[src/rtl/imem_arbiter.sv]
// imem_arbiter: single-port arbiter and sequencer for the 256x16 program memory.
// The memory is shared between the CPU instruction-fetch port (read-only) and
// the boot loader port (read/write). After reset, the block serves only the
// loader. When ld_done is seen, it moves to RUN and arbitrates cycle by cycle.
// Read data returns exactly one cycle after the grant.
//
// Optional feature: define IMEM_ARB_RR_EN to resolve RUN-state contention
// round-robin. With the macro undefined, the loader always wins.
module imem_arbiter #(
    parameter int ADDR_W  = 8,
    parameter int DATA_W  = 16,
    parameter int STALL_W = 16
) (
    input  logic               clk,
    input  logic               rst,
    input  logic               fetch_req,
    input  logic [ADDR_W-1:0]  fetch_addr,
    output logic               fetch_gnt,
    output logic               fetch_rvalid,
    output logic [DATA_W-1:0]  fetch_rdata,
    input  logic               ld_req,
    input  logic               ld_we,
    input  logic [ADDR_W-1:0]  ld_addr,
    input  logic [DATA_W-1:0]  ld_wdata,
    output logic               ld_gnt,
    output logic               ld_rvalid,
    output logic [DATA_W-1:0]  ld_rdata,
    input  logic               ld_done,
    output logic               boot,
    output logic               mem_en,
    output logic               mem_we,
    output logic [ADDR_W-1:0]  mem_addr,
    output logic [DATA_W-1:0]  mem_wdata,
    input  logic [DATA_W-1:0]  mem_rdata,
    output logic [STALL_W-1:0] stall_cnt
);

    typedef enum logic {
        ST_BOOT = 1'b0,
        ST_RUN  = 1'b1
    } state_t;

    state_t               state_q, state_d;
    logic                 boot_q, boot_d;
    logic                 fetch_rd_q, fetch_rd_d;
    logic                 ld_rd_q, ld_rd_d;
    logic [STALL_W-1:0]   stall_q, stall_d;

    logic                 run;
    logic                 fetch_elig;
    logic                 ld_elig;
    logic                 contend;
    logic                 fetch_gnt_c;
    logic                 ld_gnt_c;

    localparam logic [STALL_W-1:0] STALL_ONE = {{(STALL_W-1){1'b0}}, 1'b1};

`ifdef IMEM_ARB_RR_EN
    // 0 = favour fetch under contention, 1 = favour loader
    logic rr_q, rr_d;
`endif

    // Eligibility: loader always, fetch only in RUN; nothing while in reset
    always_comb begin
        run        = (state_q == ST_RUN);
        ld_elig    = ld_req & ~rst;
        fetch_elig = fetch_req & run & ~rst;
        contend    = ld_elig & fetch_elig;
    end

`ifdef IMEM_ARB_RR_EN
    // Grant selection with round-robin tie-break on contention cycles
    always_comb begin
        ld_gnt_c    = 1'b0;
        fetch_gnt_c = 1'b0;
        if (contend) begin
            ld_gnt_c    = rr_q;
            fetch_gnt_c = ~rr_q;
        end else begin
            ld_gnt_c    = ld_elig;
            fetch_gnt_c = fetch_elig;
        end
    end

    // Pointer moves only when both contended, to favour whoever just lost
    always_comb begin
        rr_d = rr_q;
        if (contend) begin
            rr_d = fetch_gnt_c;
        end
    end

    // Round-robin pointer register
    always_ff @(posedge clk) begin
        if (rst) begin
            rr_q <= 1'b0;
        end else begin
            rr_q <= rr_d;
        end
    end
`else
    // Grant selection with fixed priority: loader beats fetch
    always_comb begin
        ld_gnt_c    = ld_elig;
        fetch_gnt_c = fetch_elig & ~ld_elig;
    end
`endif

    // Memory drive muxed from whichever requester holds the grant; zero when idle
    always_comb begin
        fetch_gnt = fetch_gnt_c;
        ld_gnt    = ld_gnt_c;
        mem_en    = fetch_gnt_c | ld_gnt_c;
        mem_we    = ld_gnt_c & ld_we;
        mem_addr  = '0;
        mem_wdata = '0;
        if (ld_gnt_c) begin
            mem_addr  = ld_addr;
            mem_wdata = ld_wdata;
        end else if (fetch_gnt_c) begin
            mem_addr  = fetch_addr;
        end
    end

    // Next-state logic: BOOT exits on ld_done, RUN is left only through reset
    always_comb begin
        state_d = state_q;
        boot_d  = boot_q;
        case (state_q)
            ST_BOOT: begin
                if (ld_done) begin
                    state_d = ST_RUN;
                    boot_d  = 1'b0;
                end
            end
            ST_RUN: begin
                state_d = ST_RUN;
                boot_d  = 1'b0;
            end
            default: begin
                state_d = ST_BOOT;
                boot_d  = 1'b1;
            end
        endcase
    end

    // FSM state with registered boot flag
    always_ff @(posedge clk) begin
        if (rst) begin
            state_q <= ST_BOOT;
            boot_q  <= 1'b1;
        end else begin
            state_q <= state_d;
            boot_q  <= boot_d;
        end
    end

    // Owner tag: record which requester was granted a read (writes leave no tag)
    always_comb begin
        fetch_rd_d = fetch_gnt_c;
        ld_rd_d    = ld_gnt_c & ~ld_we;
    end

    // Owner tag register; reset drops any outstanding read response
    always_ff @(posedge clk) begin
        if (rst) begin
            fetch_rd_q <= 1'b0;
            ld_rd_q    <= 1'b0;
        end else begin
            fetch_rd_q <= fetch_rd_d;
            ld_rd_q    <= ld_rd_d;
        end
    end

    // Read response steering: only the owner sees memory data
    always_comb begin
        fetch_rvalid = fetch_rd_q;
        ld_rvalid    = ld_rd_q;
        fetch_rdata  = fetch_rd_q ? mem_rdata : '0;
        ld_rdata     = ld_rd_q ? mem_rdata : '0;
        boot         = boot_q;
    end

    // Stall counter: count cycles with a fetch request but no grant, saturating
    always_comb begin
        stall_d = stall_q;
        if (fetch_req && !fetch_gnt_c && !(&stall_q)) begin
            stall_d = stall_q + STALL_ONE;
        end
    end

    // Stall counter register
    always_ff @(posedge clk) begin
        if (rst) begin
            stall_q <= '0;
        end else begin
            stall_q <= stall_d;
        end
    end

    assign stall_cnt = stall_q;

endmodule

[config.mk]
export PLATFORM = sky130hd
export DESIGN_NAME = imem_arbiter
export DESIGN_NICKNAME = d
export VERILOG_FILES = /design/src/rtl/imem_arbiter.sv
export SDC_FILE = /design/constraint.sdc
export NUM_CORES = 1
export LEC_CHECK = 0
export CORE_UTILIZATION = 30
export CTS_CLUSTER_SIZE = 28
export DETAILED_ROUTE_END_ITERATION = 8
export PLACE_DENSITY_LB_ADDON = 0.3
export SLEW_MARGIN = 0
export SYNTH_ARGS = -nofsm -noshare
export SYNTH_HDL_FRONTEND = slang
export SYNTH_SLANG_ARGS = --single-unit
[constraint.sdc]
create_clock -name clk -period 3.5 [get_ports clk]
set_input_delay 0.525 -clock clk [delete_from_list [all_inputs] [get_ports clk]]
set_output_delay 0.525 -clock clk [all_outputs]
set_load 0.01 [all_outputs]
==> summary.txt <==
Worst setup path
  – CP Capture Point: mem_wdata[15]
  – Crit path DAT: roughly 2.4 ns
  – Crit path capture type: output pin
  – Crit Path Class: primary input to output pin
  – Startpoint types: primary input
  – Reg-to-reg startpoint: stall_cnt[2]
  – R2R cell count: 4
  – R2R Path End: stall_cnt[11]
  – R2R Setup Slk: ~1.5 ns
  – WP data required: just under 3 ns
  – Worst Setup SP: rst
  – Max FO, Critical Path: 27

Floorplan
  – Initial Util: 0.319
  – Die width: a little over 70 um
  – Core Region: roughly 4500 um^2
  – Die Area: just over 5000 um^2
  – Boundary Pins: 133
  – Cell row count: 24
  – Die H: between 70 and 80 um

STA
  – Fin Hold WS: 0.509 ns
  – Fmax achieved: between 300 and 400 MHz
  – Min Tclk post-route: 2.88 ns
  – Fin crit share: 0.822
  – Slew HR: 0.457
  – Final TNS setup: 0 ns
  – Setup-failing EPs final: 0
  – Worst Max-Slew Pin Slew: around 0.8 ns
  – Final hold vios: 0
  – Slew Limit Fails: 0
  – RSZ-0062 raised after global routing: no
  – Worst clock skew: between 0.002 and 0.003 ns

Clock network
  – Clock Pin Slew Worst Setup and Hold Paths: 0.07 ns
  – Root buffer cell: clkbuf_8
  – Post CTS Setup Buffer Count: 0
  – Post-CTS Resized: 0
  – CTS H-tree depth: 1
  – Clock Tree Buf Depth: 2
  – CTS tree: built
  – Clock buffer count from CTS: 3
  – CTS sink count: 20
  – Cts hold-fix bufs: 0
  – Worst skew pair latency: roughly 0.26 ns

Routing
  – DR pass1 iterations: 6
  – Via count: 1814
  – Routed wire length: roughly 5300 um
  – Final antenna-violating net count: 0
  – Drc violations: 3
  – Wire length per cell: ~14 um
  – DR vias/cell: 4.98
  – DRT iter0 DRCs: between 90 and 100

GRT
  – Largest net degree at the start of global routing: 28
  – GRT Util Overall: 0.201
  – Vias in the first global route: around 1600
  – Grt ovf: 0
  – First-pass GRT wire length: 8090 um
  – Initial antenna violation count: 0

Yosys
  – Total number of yosys warnings: 0
  – #FFs+latches synth: 20
  – Synth Area per Inst: approximately 7.8 um^2
  – Synthesized instance count: around 180
  – Post-synthesis sequential area ratio: 0.281
  – Synthesized Nets: 239
  – Mapped Area: approximately 1400 um^2
  – Yosys cell types: 31

Placement
  – Input/output buffers: about 130
  – Placed cell count: 361
  – GP Congestion: around 0.8
  – Placed Area: about 2800 um^2
  – Post-DP HPWL: a little over 4000 um

Layout
  – Fraction of layout cells with a size suffix above 1: 0.0513
  – Commonest non-fill, non-tap cell in the layout: clkdlybuf4s50_1
  – Final core occ: 0.629
  – Finished Layout Cells: about 360
  – Fin area: approximately 2800 um^2
  – Filler instances: 395
  – Layout area overhead: 97.4%
  – Nets@finish: between 300 and 400
  – Antenna diodes: 0
  – Most frequent cells in the layout: clkdlybuf4s50_1 (132), and2_1 (50), dfxtp_1 (20)

Worst hold path
  – HP Class: flip-flop to flip-flop
  – Hold path cells: 2

Pwr
  – Sw Share: 0.244
  – Clock power frac: 0.275
  – Power per standard cell area: roughly 200 nW/um^2
  – Psw: 135 uW
  – Leak: slightly below 0.001 uW
  – Seq pwr share: 0.431
  – Cell Int Power: around 420 uW
  – Maximum vdd drop: 0.208 mV
  – Comb pwr share: 0.294

Flow run
  – Max cap viols: 0

Status
  – Status: complete, but fails checks
  – Failing checks: DRC
through the flow:
step,power [uW],setup slack (ns)
finish,554,0.624
global route,582,0.473
CTS,556,0.628
detailed placement,406,0.631
global placement,405,0.653
floorplan,292,1.31
layer usage:
| layer | vias to the layer above | GRT usage | wire (um) |
|---|---|---|---|
| met4 | 0 | 0.0378 | 71 |
| met2 | 70 | 0.337 | 2590 |
| li1 | 925 | - | - |
| met5 | - | 0 | 0 |
| met1 | 811 | 0.257 | 2230 |
| met3 | 8 | 0.0613 | 359 |
Yosys cell counts:
cell       n  area share
nand3_1    5       0.018
and4_2     1      0.0070
nor2_1     8       0.021
buf_6      3       0.024
nand2_1    7       0.018
a22o_1     8       0.049
and4_1     2       0.012
o21ai_0    5       0.018
o31ai_1    8       0.042
or3_1      1      0.0044
inv_1      3      0.0079
and3_1     2      0.0088
clkbuf_1   6       0.016
nand4_2    1      0.0088
buf_4      1      0.0053
or3_2      2       0.011
ha_1       1      0.0088
mux2_2     2       0.016
a31oi_1    1      0.0044
dfxtp_1   20        0.28
nor3_1     6       0.021
nor3b_1    1      0.0053
nor4_1     3       0.013
buf_2      1      0.0035
and2_1    50        0.22
nand4_1    7       0.031
nor2b_1    4       0.018
or4_2      1      0.0061
or3b_2     2       0.012
a21oi_1   14       0.049
or4_1      8       0.042
worst max-delay path, stage by stage:
cell             delay, ns
clkdlybuf4s50_1       0.64
nor2b_1               0.19
buf_4                 0.26
and2_1                0.16
clkdlybuf4s50_1       0.57
cell type report:
cell class | instances | area (um^2) | share of cell area
Timing Repair Buffer | 136 | 1350 | 0.480
Clock buffer | 3 | 41.3 | 0.0147
Inverter | 3 | 11.3 | 0.00400
Multi-Input combinational cell | 150 | 946 | 0.336
Sequential cell | 20 | 400 | 0.142
Tap cell | 52 | 65.1 | 0.0231
registers in the layout (all words and copies together), names as in the netlist:
signal and flops:
boot 1, fetch_rvalid 1, ld_rvalid 1, run 1
stall_cnt 16
power groups by stage:
stage	sequential (uW)	combinational (uW)	clock, uW
floorplan	243	48.7	0
global placement	244	161	0
detailed placement	244	162	0
CTS	239	164	153
global route	240	174	168
finish	239	163	152
cells by family after synthesis:
logic type,count (synthesis),share of synthesized area
DFF,20,0.281
adders and majority gates,1,0.00877
buffers and inverters,14,0.0561
muxes,2,0.0158
and+or+nand+nor,111,0.476
AOI/OAI and AO/OA,36,0.162
worst min path at each step:
| stage | start | endpoint | slack [ns] |
|---|---|---|---|
| after floorplan | run | fetch_rvalid | 0.47 |
| after global placement | boot | boot | 0.47 |
| after detailed placement | boot | boot | 0.47 |
| after CTS | boot | boot | 0.50 |
| after global routing | boot | boot | 0.52 |
| final | boot | boot | 0.51 |
No activity file was read; power rests on OpenSTA's default activity.
